==> src/rtl/logic_op_sequencer.sv <==
// Micro-sequencer driving one shared 32-bit NOR/AND/INV/OR unit; builds NAND/XOR/XNOR in steps.
// Define LOGIC_SEQ_STATS_EN to add saturating STAT_OPS / STAT_BUSY counters.
module logic_op_sequencer #(
  parameter int                DW             = 32,
  parameter logic [DW-1:0]     ILLEGAL_RESULT = '0
`ifdef LOGIC_SEQ_STATS_EN
  , parameter int              STAT_W         = 16
`endif
) (
  input  logic              CLK,
  input  logic              RST,
  input  logic              REQ_VALID,
  output logic              REQ_READY,
  input  logic [2:0]        REQ_OP,
  input  logic [DW-1:0]     REQ_A,
  input  logic [DW-1:0]     REQ_B,
  output logic              RSP_VALID,
  input  logic              RSP_READY,
  output logic [DW-1:0]     RSP_Y,
  output logic              RSP_ERR,
  output logic              BUSY
`ifdef LOGIC_SEQ_STATS_EN
  , output logic [STAT_W-1:0] STAT_OPS
  , output logic [STAT_W-1:0] STAT_BUSY
`endif
);

  localparam logic [1:0] S_IDLE = 2'd0;
  localparam logic [1:0] S_STEP = 2'd1;
  localparam logic [1:0] S_RESP = 2'd2;

  localparam logic [2:0] OP_AND  = 3'b000;
  localparam logic [2:0] OP_OR   = 3'b001;
  localparam logic [2:0] OP_NOR  = 3'b010;
  localparam logic [2:0] OP_INV  = 3'b011;
  localparam logic [2:0] OP_NAND = 3'b100;
  localparam logic [2:0] OP_XOR  = 3'b101;
  localparam logic [2:0] OP_XNOR = 3'b110;
  localparam logic [2:0] OP_ILL  = 3'b111;

  localparam logic [1:0] P_NOR = 2'd0;
  localparam logic [1:0] P_AND = 2'd1;
  localparam logic [1:0] P_INV = 2'd2;
  localparam logic [1:0] P_OR  = 2'd3;

  localparam logic [1:0] D_T0 = 2'd0;
  localparam logic [1:0] D_T1 = 2'd1;
  localparam logic [1:0] D_Y  = 2'd2;

  logic [1:0]    state_q, state_d;
  logic [2:0]    op_q, op_d;
  logic [1:0]    step_q, step_d;
  logic [DW-1:0] a_q, a_d;
  logic [DW-1:0] b_q, b_d;
  logic [DW-1:0] t0_q, t0_d;
  logic [DW-1:0] t1_q, t1_d;
  logic [DW-1:0] y_q, y_d;
  logic          err_q, err_d;

  logic [1:0]    prim_sel;
  logic [DW-1:0] prim_x;
  logic [DW-1:0] prim_z;
  logic [DW-1:0] prim_y;
  logic [1:0]    dst;
  logic          last;

  // Microcode: (op, step) selects the primitive, its operands and destination
  always_comb begin
    prim_sel = P_AND;
    prim_x   = a_q;
    prim_z   = b_q;
    dst      = D_Y;
    last     = 1'b1;
    case (op_q)
      OP_AND: prim_sel = P_AND;
      OP_OR:  prim_sel = P_OR;
      OP_NOR: prim_sel = P_NOR;
      OP_INV: prim_sel = P_INV;
      OP_NAND: begin
        if (step_q == 2'd0) begin
          prim_sel = P_AND;
          dst      = D_T0;
          last     = 1'b0;
        end else begin
          prim_sel = P_INV;
          prim_x   = t0_q;
        end
      end
      OP_XOR, OP_XNOR: begin
        case (step_q)
          2'd0: begin
            prim_sel = P_NOR;
            dst      = D_T0;
            last     = 1'b0;
          end
          2'd1: begin
            prim_sel = P_AND;
            dst      = D_T1;
            last     = 1'b0;
          end
          default: begin
            prim_sel = (op_q == OP_XOR) ? P_NOR : P_OR;
            prim_x   = t0_q;
            prim_z   = t1_q;
          end
        endcase
      end
      default: prim_sel = P_AND;
    endcase
  end

  // The single shared primitive unit
  always_comb begin
    prim_y = '0;
    case (prim_sel)
      P_NOR:   prim_y = ~(prim_x | prim_z);
      P_AND:   prim_y = prim_x & prim_z;
      P_INV:   prim_y = ~prim_x;
      P_OR:    prim_y = prim_x | prim_z;
      default: prim_y = '0;
    endcase
  end

  always_comb begin
    state_d = state_q;
    op_d    = op_q;
    step_d  = step_q;
    a_d     = a_q;
    b_d     = b_q;
    t0_d    = t0_q;
    t1_d    = t1_q;
    y_d     = y_q;
    err_d   = err_q;
    case (state_q)
      S_IDLE: begin
        if (REQ_VALID) begin
          op_d   = REQ_OP;
          a_d    = REQ_A;
          b_d    = REQ_B;
          step_d = 2'd0;
          if (REQ_OP == OP_ILL) begin
            y_d     = ILLEGAL_RESULT;
            err_d   = 1'b1;
            state_d = S_RESP;
          end else begin
            err_d   = 1'b0;
            state_d = S_STEP;
          end
        end
      end
      S_STEP: begin
        case (dst)
          D_T0:    t0_d = prim_y;
          D_T1:    t1_d = prim_y;
          default: y_d  = prim_y;
        endcase
        if (last) state_d = S_RESP;
        else      step_d  = step_q + 2'd1;
      end
      S_RESP: begin
        if (RSP_READY) state_d = S_IDLE;
      end
      default: state_d = S_IDLE;
    endcase
  end

  always_ff @(posedge CLK or posedge RST) begin
    if (RST) begin
      state_q <= S_IDLE;
      op_q    <= '0;
      step_q  <= '0;
      a_q     <= '0;
      b_q     <= '0;
      t0_q    <= '0;
      t1_q    <= '0;
      y_q     <= '0;
      err_q   <= 1'b0;
    end else begin
      state_q <= state_d;
      op_q    <= op_d;
      step_q  <= step_d;
      a_q     <= a_d;
      b_q     <= b_d;
      t0_q    <= t0_d;
      t1_q    <= t1_d;
      y_q     <= y_d;
      err_q   <= err_d;
    end
  end

  assign REQ_READY = (state_q == S_IDLE);
  assign RSP_VALID = (state_q == S_RESP);
  assign BUSY      = (state_q != S_IDLE);
  assign RSP_Y     = y_q;
  assign RSP_ERR   = err_q;

`ifdef LOGIC_SEQ_STATS_EN
  logic [STAT_W-1:0] stat_ops_q, stat_ops_d;
  logic [STAT_W-1:0] stat_busy_q, stat_busy_d;

  always_comb begin
    stat_ops_d  = stat_ops_q;
    stat_busy_d = stat_busy_q;
    if (RSP_VALID && RSP_READY && (stat_ops_q != '1))
      stat_ops_d = stat_ops_q + 1'b1;
    if (BUSY && (stat_busy_q != '1))
      stat_busy_d = stat_busy_q + 1'b1;
  end

  always_ff @(posedge CLK or posedge RST) begin
    if (RST) begin
      stat_ops_q  <= '0;
      stat_busy_q <= '0;
    end else begin
      stat_ops_q  <= stat_ops_d;
      stat_busy_q <= stat_busy_d;
    end
  end

  assign STAT_OPS  = stat_ops_q;
  assign STAT_BUSY = stat_busy_q;
`endif

endmodule

==> config.mk <==
export PLATFORM = sky130hd
export DESIGN_NAME = logic_op_sequencer
export DESIGN_NICKNAME = d
export VERILOG_FILES = /design/src/rtl/logic_op_sequencer.sv
export SDC_FILE = /design/constraint.sdc
export NUM_CORES = 1
export LEC_CHECK = 0
export ABC_AREA = 1
export CORE_MARGIN = 10
export CORE_UTILIZATION = 40
export CTS_BUF_LIST = sky130_fd_sc_hd__clkbuf_16
export DETAILED_ROUTE_END_ITERATION = 6
export PLACE_DENSITY = 0.61
export SLEW_MARGIN = 5
export SYNTH_ARGS = -nofsm -noshare
export SYNTH_HDL_FRONTEND = slang
export SYNTH_SLANG_ARGS = --single-unit
export TNS_END_PERCENT = 1
==> constraint.sdc <==
create_clock -name CLK -period 6.85 [get_ports CLK]
set_input_delay 1.0275 -clock CLK [delete_from_list [all_inputs] [get_ports CLK]]
set_output_delay 1.0275 -clock CLK [all_outputs]
set_load 0.01 [all_outputs]
* Word level (Yosys, flattened, before mapping)
Index checks and enable logic that the tools add are counted.
Storage, ports and cells: flip-flop bits (word level) 168, input port bits 71, output and inout bits 36, word-level logic and storage cells 78
Operators by class: add/sub/neg operators 1, equal/unequal tests 20, muxes and demuxes 29, bitwise logic cells 4, reduce and logical (&&, ||, !) cells 15
Operators by type and width (number):
- $mux 32 | 7
- $pmux 32 s2 | 2
- $pmux 32 s4 | 1
- $not 32->32 | 2
- $and 32x32->32 | 1
- $or 32x32->32 | 1
- $mux 2 | 9
- $pmux 2 s2 | 4
- $eq 3x3->1 const B | 4
- $pmux 2 s5 | 1
- $eq 2x1->1 const B | 4
- $logic_not 2->1 | 4
- $ne 2x2->1 const B | 4
- $eq 2x2->1 const B | 3
- $eq 3x2->1 const B | 2
- $pmux 2 s3 | 1
- $reduce_and 2->1 | 3
- $reduce_and 3->1 | 2
- $reduce_or 2->1 | 3
- $ne 2x1->1 const B | 2
- $reduce_and 4->1 | 1
- $reduce_bool 2->1 | 2
- $eq 3x1->1 const B | 1
- $mux 1 | 3
- other kinds (2) | 2

* Longest topological paths before layout
Gate-level depths: netlist (run 1).
depth in word-level cells 9, gate-level depth with buffers 16, gate-level depth less buffers 15

* Least setup slack after synthesis (run 1)
Ideal clock, no wire load.
path kind input port to flip-flop, start input port REQ_VALID, end register b_q[10], setup time 0.125 ns, arrival time 2.098 ns, data required time 6.725 ns, slack 4.627 ns, cell stages on the path 4, buffers on the path 2, cell sequence nand2_1 -> clkbuf_1 -> clkbuf_1 -> mux2_2
On the way: cells in the longest elaborated chain, start to end 1
RTL lines:
- from (decl) | line 12 | input logic REQ_VALID,
- $reduce_and 2->1 (no line)
- to (signal assigned) | line 173 | b_q <= '0;
- to (signal assigned) | line 183 | b_q <= b_d;
- to (decl) | line 54 | logic [DW-1:0] b_q, b_d;
No other way between the ends. A chain may end at the register's enable or synchronous reset.

* Worst setup path after layout (run 1)
start register step_q[0], end register y_q[16] (netlist: RSP_Y[16])
On the way: cells in the longest elaborated chain, start to end 9, elaborated cells on any way between the ends 30, classes of those cells eq/ne (6); mux (14); bitwise (4); reduce/logical (6)
RTL lines:
- from (decl) | line 52 | logic [1:0] step_q, step_d;
- from (signal assigned) | line 181 | step_q <= step_d;
- $eq 2x1->1 / $logic_not 2->1 (equally long branches) | line 90, 80
- $reduce_or 2->1 (no line)
- $mux 32 | line 90 | case (step_q)
- $pmux 32 s2 / $mux 32 (equally long branches) | line 74 | case (op_q)
- $or 32x32->32 | line 116, 119
- $not 32->32 | line 116 | P_NOR: prim_y = ~(prim_x | prim_z);
- $pmux 32 s4 | line 115 | case (prim_sel)
- $mux 32 | line 152 | case (dst)
- $pmux 32 s2 | line 134 | case (state_q)
- to (signal assigned) | line 186 | y_q <= y_d;
- to (decl) | line 57 | logic [DW-1:0] y_q, y_d;
Several ways; a longest one is shown, not always the timed one. The select of a mux whose other input is x is not followed.

==> results of run 1 <==
worst paths after layout:
check	start	end	slack (ns)	depth (start not counted)
min reg2reg	t1_q[11]$_DFFE_PP0P_	t1_q[11]$_DFFE_PP0P_	0.48	2
min in group asynchronous	RST	RSP_Y[1]$_DFFE_PP0P_	1.08	2
max reg2reg	step_q[0]$_DFFE_PP0P_	RSP_Y[16]$_DFFE_PP0P_	2.93	13
min	t1_q[11]$_DFFE_PP0P_	t1_q[11]$_DFFE_PP0P_	0.48	2
max in group asynchronous	RST	t0_q[24]$_DFFE_PP0P_	4.63	3
max	step_q[0]$_DFFE_PP0P_	RSP_Y[16]$_DFFE_PP0P_	2.93	13
synthesized netlist by cell type:
library cell | instances | share of area
nor2_2 | 2 | 0.0014
dfrtp_1 | 168 | 0.46
nor2_4 | 3 | 0.0037
mux2_2 | 45 | 0.055
buf_2 | 37 | 0.020
nand2_2 | 9 | 0.0061
nand3_1 | 222 | 0.12
inv_1 | 70 | 0.028
or2_2 | 1 | 0.00068
o21ai_0 | 26 | 0.014
a21oi_1 | 41 | 0.022
nand2_1 | 498 | 0.20
o21bai_1 | 12 | 0.0098
inv_2 | 10 | 0.0041
clkbuf_1 | 22 | 0.0090
nand3b_1 | 1 | 0.00081
buf_1 | 5 | 0.0020
nand3_2 | 1 | 0.0011
a21oi_2 | 1 | 0.00095
nor2_1 | 73 | 0.030
clkinv_1 | 1 | 0.00041
buf_4 | 2 | 0.0016
o21ai_1 | 10 | 0.0054
nand4_1 | 1 | 0.00068
ha_1 | 3 | 0.0041
metal layers:
layer / track usage / vias to the layer above
li1: - / 4206
met4: 0.05360 / 0
met1: 0.2446 / 4036
met5: 0 / -
met2: 0.3082 / 257
met3: 0.04127 / 36
stage by stage:
step	total power [mW]	std cells	utilization
2_1_floorplan	3.927	1264	-
3_3_place_gp	4.763	1599	0.4610
3_5_place_dp	4.815	1599	0.4610
4_1_cts	5.839	1630	0.4874
5_1_grt	6.369	1630	0.4874
6_report	5.832	1630	0.4874
worst min-delay path: cells and delay by family (launching register included):
family / cells / cell delay, ns
DFF: 1 / 0.35
and+or+nand+nor: 2 / 0.10
registers in the layout, indices dropped and copies added (netlist names):
| register | count |
|---|---|
| RSP_Y | 32 |
| step_q | 2 |
| a_q | 32 |
| op_q | 3 |
| t1_q | 32 |
| b_q | 32 |
| RSP_ERR | 1 |
| t0_q | 32 |
| state_q | 2 |
layout make-up:
cell class              instances  area [um2]  area share
multi-input cells             949        4431      0.4015
flip-flops and latches        168        4204      0.3810
repair buffers                116        1136      0.1030
clock buffers                  17       425.4     0.03855
well taps                     285       356.6     0.03232
inverters                      81       309.0     0.02801
clock inverters                14       172.7     0.01565
placed cells by master, fill, tap and decap left out, types with 2 or more instances in the layout:
cell / Yosys / final
nand3_1: 222 / 222
nand2_2: 9 / 9
inv_1: 70 / 69
clkdlybuf4s50_1: 0 / 106
nor2_1: 73 / 73
nor2_4: 3 / 3
dfrtp_1: 168 / 168
nor2_2: 2 / 2
clkinvlp_4: 0 / 3
o21bai_1: 12 / 12
buf_4: 2 / 10
clkinv_4: 0 / 2
inv_6: 0 / 3
o21ai_0: 26 / 26
nand2_1: 498 / 497
clkinv_1: 1 / 2
inv_2: 10 / 10
o21ai_1: 10 / 10
a21oi_1: 41 / 41
bufinv_16: 0 / 3
clkbuf_16: 0 / 17
ha_1: 3 / 3
mux2_2: 45 / 45
clkinv_2: 0 / 2
where the power goes:
group          internal, mW  leakage, nW  total (mW)  switching, mW
sequential             1.40         2.11        1.68          0.281
clock                 0.575        0.285       0.997          0.422
combinational          1.06         3.32        3.15           2.09
kinds of logic after synthesis:
kind of cell               share of synthesized area
buffers and inverters                        0.06564
muxes                                        0.05493
adders and majority gates                   0.004069
and+or+nand+nor                               0.3672
AOI/OAI and AO/OA                            0.05249
DFF                                           0.4557
==> results.cfg, run 1 <==
[outcome]
status = complete, no violations

[detailed_routing]
route.met3.wl_um = 1629
top_layer_used = met4
vias_per_cell = 5.236
m1WireLength_um = 12200
antenna_left = 0
drt_iter0_drc = 819
finalWirelength_um = 27110
drc = 0
via_count = 8535
wl_met2_um = 12790
drt-wirelength-per-cell_um = 16.63
dr.pass1.iters = 5

[sta]
max_slew_margin = 0.3783
finalSetupViolations = 0
fin_tns_setup_ns = 0
finalMaxSlewViolations = 0
hold_viol = 0
clock_skew_ns = 0.01008
worst-slew-pin-transition_ns = 0.9299
fmax_mhz = 255.1
fin_ws_ns = 2.931
finalCriticalPeriod_ns = 3.919
holdWs_ns = 0.4813
post-route-period-util = 0.5722
rsz0062_at_grt = false

[floorplanning]
coreArea_mm2 = 0.02264
rows = 55
start_util = 0.4075
die_w_um = 171.9
fp.dieH_um = 171.9
boundaryPins = 107
die-area_mm2 = 0.02954

[setup_path]
criticalPathCategory = flop to flop
crit_required_ns = 7.17
slowest_stage = nand3_1
path_cells = inv_1 > ha_1 > inv_1 > nand2_2 > nor2_1 > nor2_1 > nand3_1 > nand2_2 > inv_2 > nand2_1 > nand3_1 > nand3_1 > nand2_1
worstPathArrival_ns = 4.24
endpoint_kind = flop
crit_fanout = 28
crit_top_cell = nand3_1
critPathLaunchType = flop
worst-path-buf-inv = 3
path_delay_family = simple AND/OR/NAND/NOR gates
slowest_delay_ns = 0.67

[global_routing]
grtUsageTotal = 0.1881
grt_overflow = 0
grt_pass1_wl_um = 44100
grt_max_degree = 74
antenna_found_initial = 0
grt_pass1_vias = 8303

[synthesis]
synth_fp_nets = 1338
ys_warn_count = 0
synthCells = 1264
ys_seq_area_frac = 0.4557
synth.distinct_cells = 25
ys_ff_latch = 168
avgSynthCellArea_um2 = 7.298
synth_area_mm2 = 0.009225

[clock_network]
cts_max_path_buffers = 2
clk_latency_ns = 0.43
post_cts_buffers = 0
cts-root-buf = clkbuf_16
cts.sinks = 168
cts_inserted_buffers = 17
htree_levels = 4
post_cts_resized = 0
cts_tree = done
clkTransAtPathRegs_ns = 0.07
holdBufCountCts = 0

[final_layout]
diodes = 0
drive_above_1_share = 0.08476
fillerInstances = 2256
nets = 1407
area_growth_pct = 19.61
stdcell_area_mm2 = 0.01103

[worst_hold_path]
holdCritPathClass = flop to flop

[placed_design]
gp_congestion = 0.8417
placed_cell_area_mm2 = 0.01044
place_hpwl_um = 16580
numPortBuffers = 106
dp_slack_ns = 2.965

[power_and_ir_drop]
p_per_area_mw_per_mm2 = 528.6
p_leak_nw = 5.715
ir_drop_uv = 245.8

[job]
maxCapViolations = 0
No activity file was read; power rests on OpenSTA's default activity.
==> run 2, diff against run 1 <==
Settings changed: PLACE_DENSITY 0.61 to 0.64.
Clock period 6.85 ns to 3.3 ns, I/O delays scaled along.
==> run 2 against run 1 <==
- die area did not move
- routed wire length rose by 2.8%
- maximum frequency rose by 38%
- combinational power rose by 110%
- largest cell class unchanged
- via count rose by 1.7%
- highest routed layer unchanged
- clock skew rose by 0.00097 ns
==> results.cfg, run 2 (same netlist as run 1, synthesis figures left out) <==
[setup_path]
worstPathArrival_ns = 3.17
critPathLaunchType = flop
slowest_delay_ns = 0.40
crit_required_ns = 3.62
crit_fanout = 16
path_cells = inv_1 > ha_1 > buf_4 > inv_1 > nand2_2 > nand3_2 > inv_2 > nand2_2 > inv_2 > nand2_1 > nand3_1 > nand2_1
path_delay_family = simple AND/OR/NAND/NOR gates
worst-path-buf-inv = 5
endpoint_kind = flop
reg2reg_depth = 12
slowest_stage = dfrtp_1
criticalPathCategory = flop to flop
worst-path-stages = 12

[sta]
holdWs_ns = 0.4716
fin_tns_setup_ns = 0
rsz0062_at_grt = false
finalCriticalPeriod_ns = 2.845
max_slew_margin = 0.4622
finalSetupViolations = 0
finalMaxSlewViolations = 0
post-route-period-util = 0.8622
worst-slew-pin-transition_ns = 0.8055
hold_viol = 0
fmax_mhz = 351.4
fin_ws_ns = 0.4546
clock_skew_ns = 0.01105

[final_layout]
stdcell_area_mm2 = 0.01118
diodes = 0
fillerInstances = 2218
final_cells = 1643
final_common_cell = nand2_1
drive_above_1_share = 0.09205
nets = 1419
area_growth_pct = 21.14
mostFrequentLayoutCells = nand2_1 (497), nand3_1 (222), dfrtp_1 (168)

[detailed_routing]
dr.pass1.iters = 5
wl_met2_um = 13340
route.met3.wl_um = 1840
antenna_left = 0
m1WireLength_um = 12200
via_count = 8680
drt_iter0_drc = 792
drc = 0
drt-wirelength-per-cell_um = 16.97
finalWirelength_um = 27880
top_layer_used = met4
vias_per_cell = 5.283

[worst_hold_path]
holdCritPathClass = primary input to async pin

[clock_network]
clkTransAtPathRegs_ns = 0.07
cts-root-buf = clkbuf_16
cts.sinks = 168
cts_max_path_buffers = 2
post_cts_resized = 0
post_cts_buffers = 0
clk_latency_ns = 0.44
cts_inserted_buffers = 17
htree_levels = 4
holdBufCountCts = 0
cts_tree = done

[placed_design]
numPlacedInstances = 1611
gp_congestion = 0.8366
placed_cell_area_mm2 = 0.01058
dp_slack_ns = 0.5467
numPortBuffers = 106
place_hpwl_um = 17880

[job]
maxCapViolations = 0

[floorplanning]
rows = 55
die-area_mm2 = 0.02954
die_w_um = 171.9
start_util = 0.4075
boundaryPins = 107
coreArea_mm2 = 0.02264
fp.dieH_um = 171.9

[power_and_ir_drop]
ir_drop_uv = 555.3
p_per_area_mw_per_mm2 = 1100
p_leak_nw = 5.785

[global_routing]
grtUsageTotal = 0.1933
antenna_found_initial = 0
grt_max_degree = 57
grt_pass1_wl_um = 45240
grt_overflow = 0
grt_pass1_vias = 8575

[outcome]
status = complete, no violations
## run 2: cell count changes in the layout (fill, tap and decap cells not counted)
cell | previous run | this run
buf_12 | 0 | 4
buf_4 | 10 | 18
clkinv_1 | 2 | 4
clkinv_2 | 2 | 1
clkinv_4 | 2 | 1
clkinvlp_4 | 3 | 4
## run 2: metrics by stage
step,util,power (mW)
2_1_floorplan,-,8.153
3_3_place_gp,0.4671,10.01
3_5_place_dp,0.4671,10.15
4_1_cts,0.4936,12.28
5_1_grt,0.4936,13.38
6_report,0.4936,12.29
## run 2: path summary, 6_finish.rpt
kind                                  startpoint                   end  slack (ns)
max in group asynchronous                    RST   b_q[12]$_DFFE_PP0P_        2.12
min in group CLK            t1_q[22]$_DFFE_PP0P_  t1_q[22]$_DFFE_PP0P_        0.48
min                                          RST    a_q[0]$_DFFE_PP0P_        0.47
max                        step_q[0]$_DFFE_PP0P_   t1_q[9]$_DFFE_PP0P_        0.45
min reg2reg                 t1_q[22]$_DFFE_PP0P_  t1_q[22]$_DFFE_PP0P_        0.48
max reg2reg                step_q[0]$_DFFE_PP0P_   t1_q[9]$_DFFE_PP0P_        0.45
## run 2: final cells by class
type / count / area (um2) / share of cell area
multi-input combinational: 949 / 4431 / 0.3964
sequential: 168 / 4204 / 0.3762
timing repair buffer: 128 / 1276 / 0.1142
clock buffer: 17 / 425.4 / 0.03807
tap: 285 / 356.6 / 0.03191
inverter: 81 / 307.8 / 0.02754
clock inverter: 15 / 175.2 / 0.01567
## run 2: routing by layer
| layer | track usage | up-vias |
|---|---|---|
| met3 | 0.03990 | 35 |
| li1 | - | 4209 |
| met5 | 0 | - |
| met1 | 0.2471 | 4156 |
| met2 | 0.3216 | 280 |
| met4 | 0.06034 | 0 |
## run 2: worst reg2reg max path: stages (launching register included)
cell     delay (ns)
dfrtp_1        0.40
inv_1          0.10
ha_1           0.22
buf_4          0.24
inv_1          0.10
nand2_2        0.30
nand3_2        0.25
inv_2          0.25
nand2_2        0.19
inv_2          0.32
nand2_1        0.15
nand3_1        0.15
nand2_1        0.07
## run 2: report_power, final
group / total, mW / leakage (nW) / switching [mW] / internal, mW
sequential: 3.48 / 2.11 / 0.578 / 2.91
clock: 2.09 / 0.285 / 0.899 / 1.19
combinational: 6.72 / 3.39 / 4.42 / 2.30
total: 12.3 / 5.78 / 5.89 / 6.40
==> run 3, diff against run 2 <==
Settings changed: SKIP_LAST_GASP from default to 1.
==> results of run 3 <==
Same layout as run 2: the final DEF is identical, and so are final timing and power.
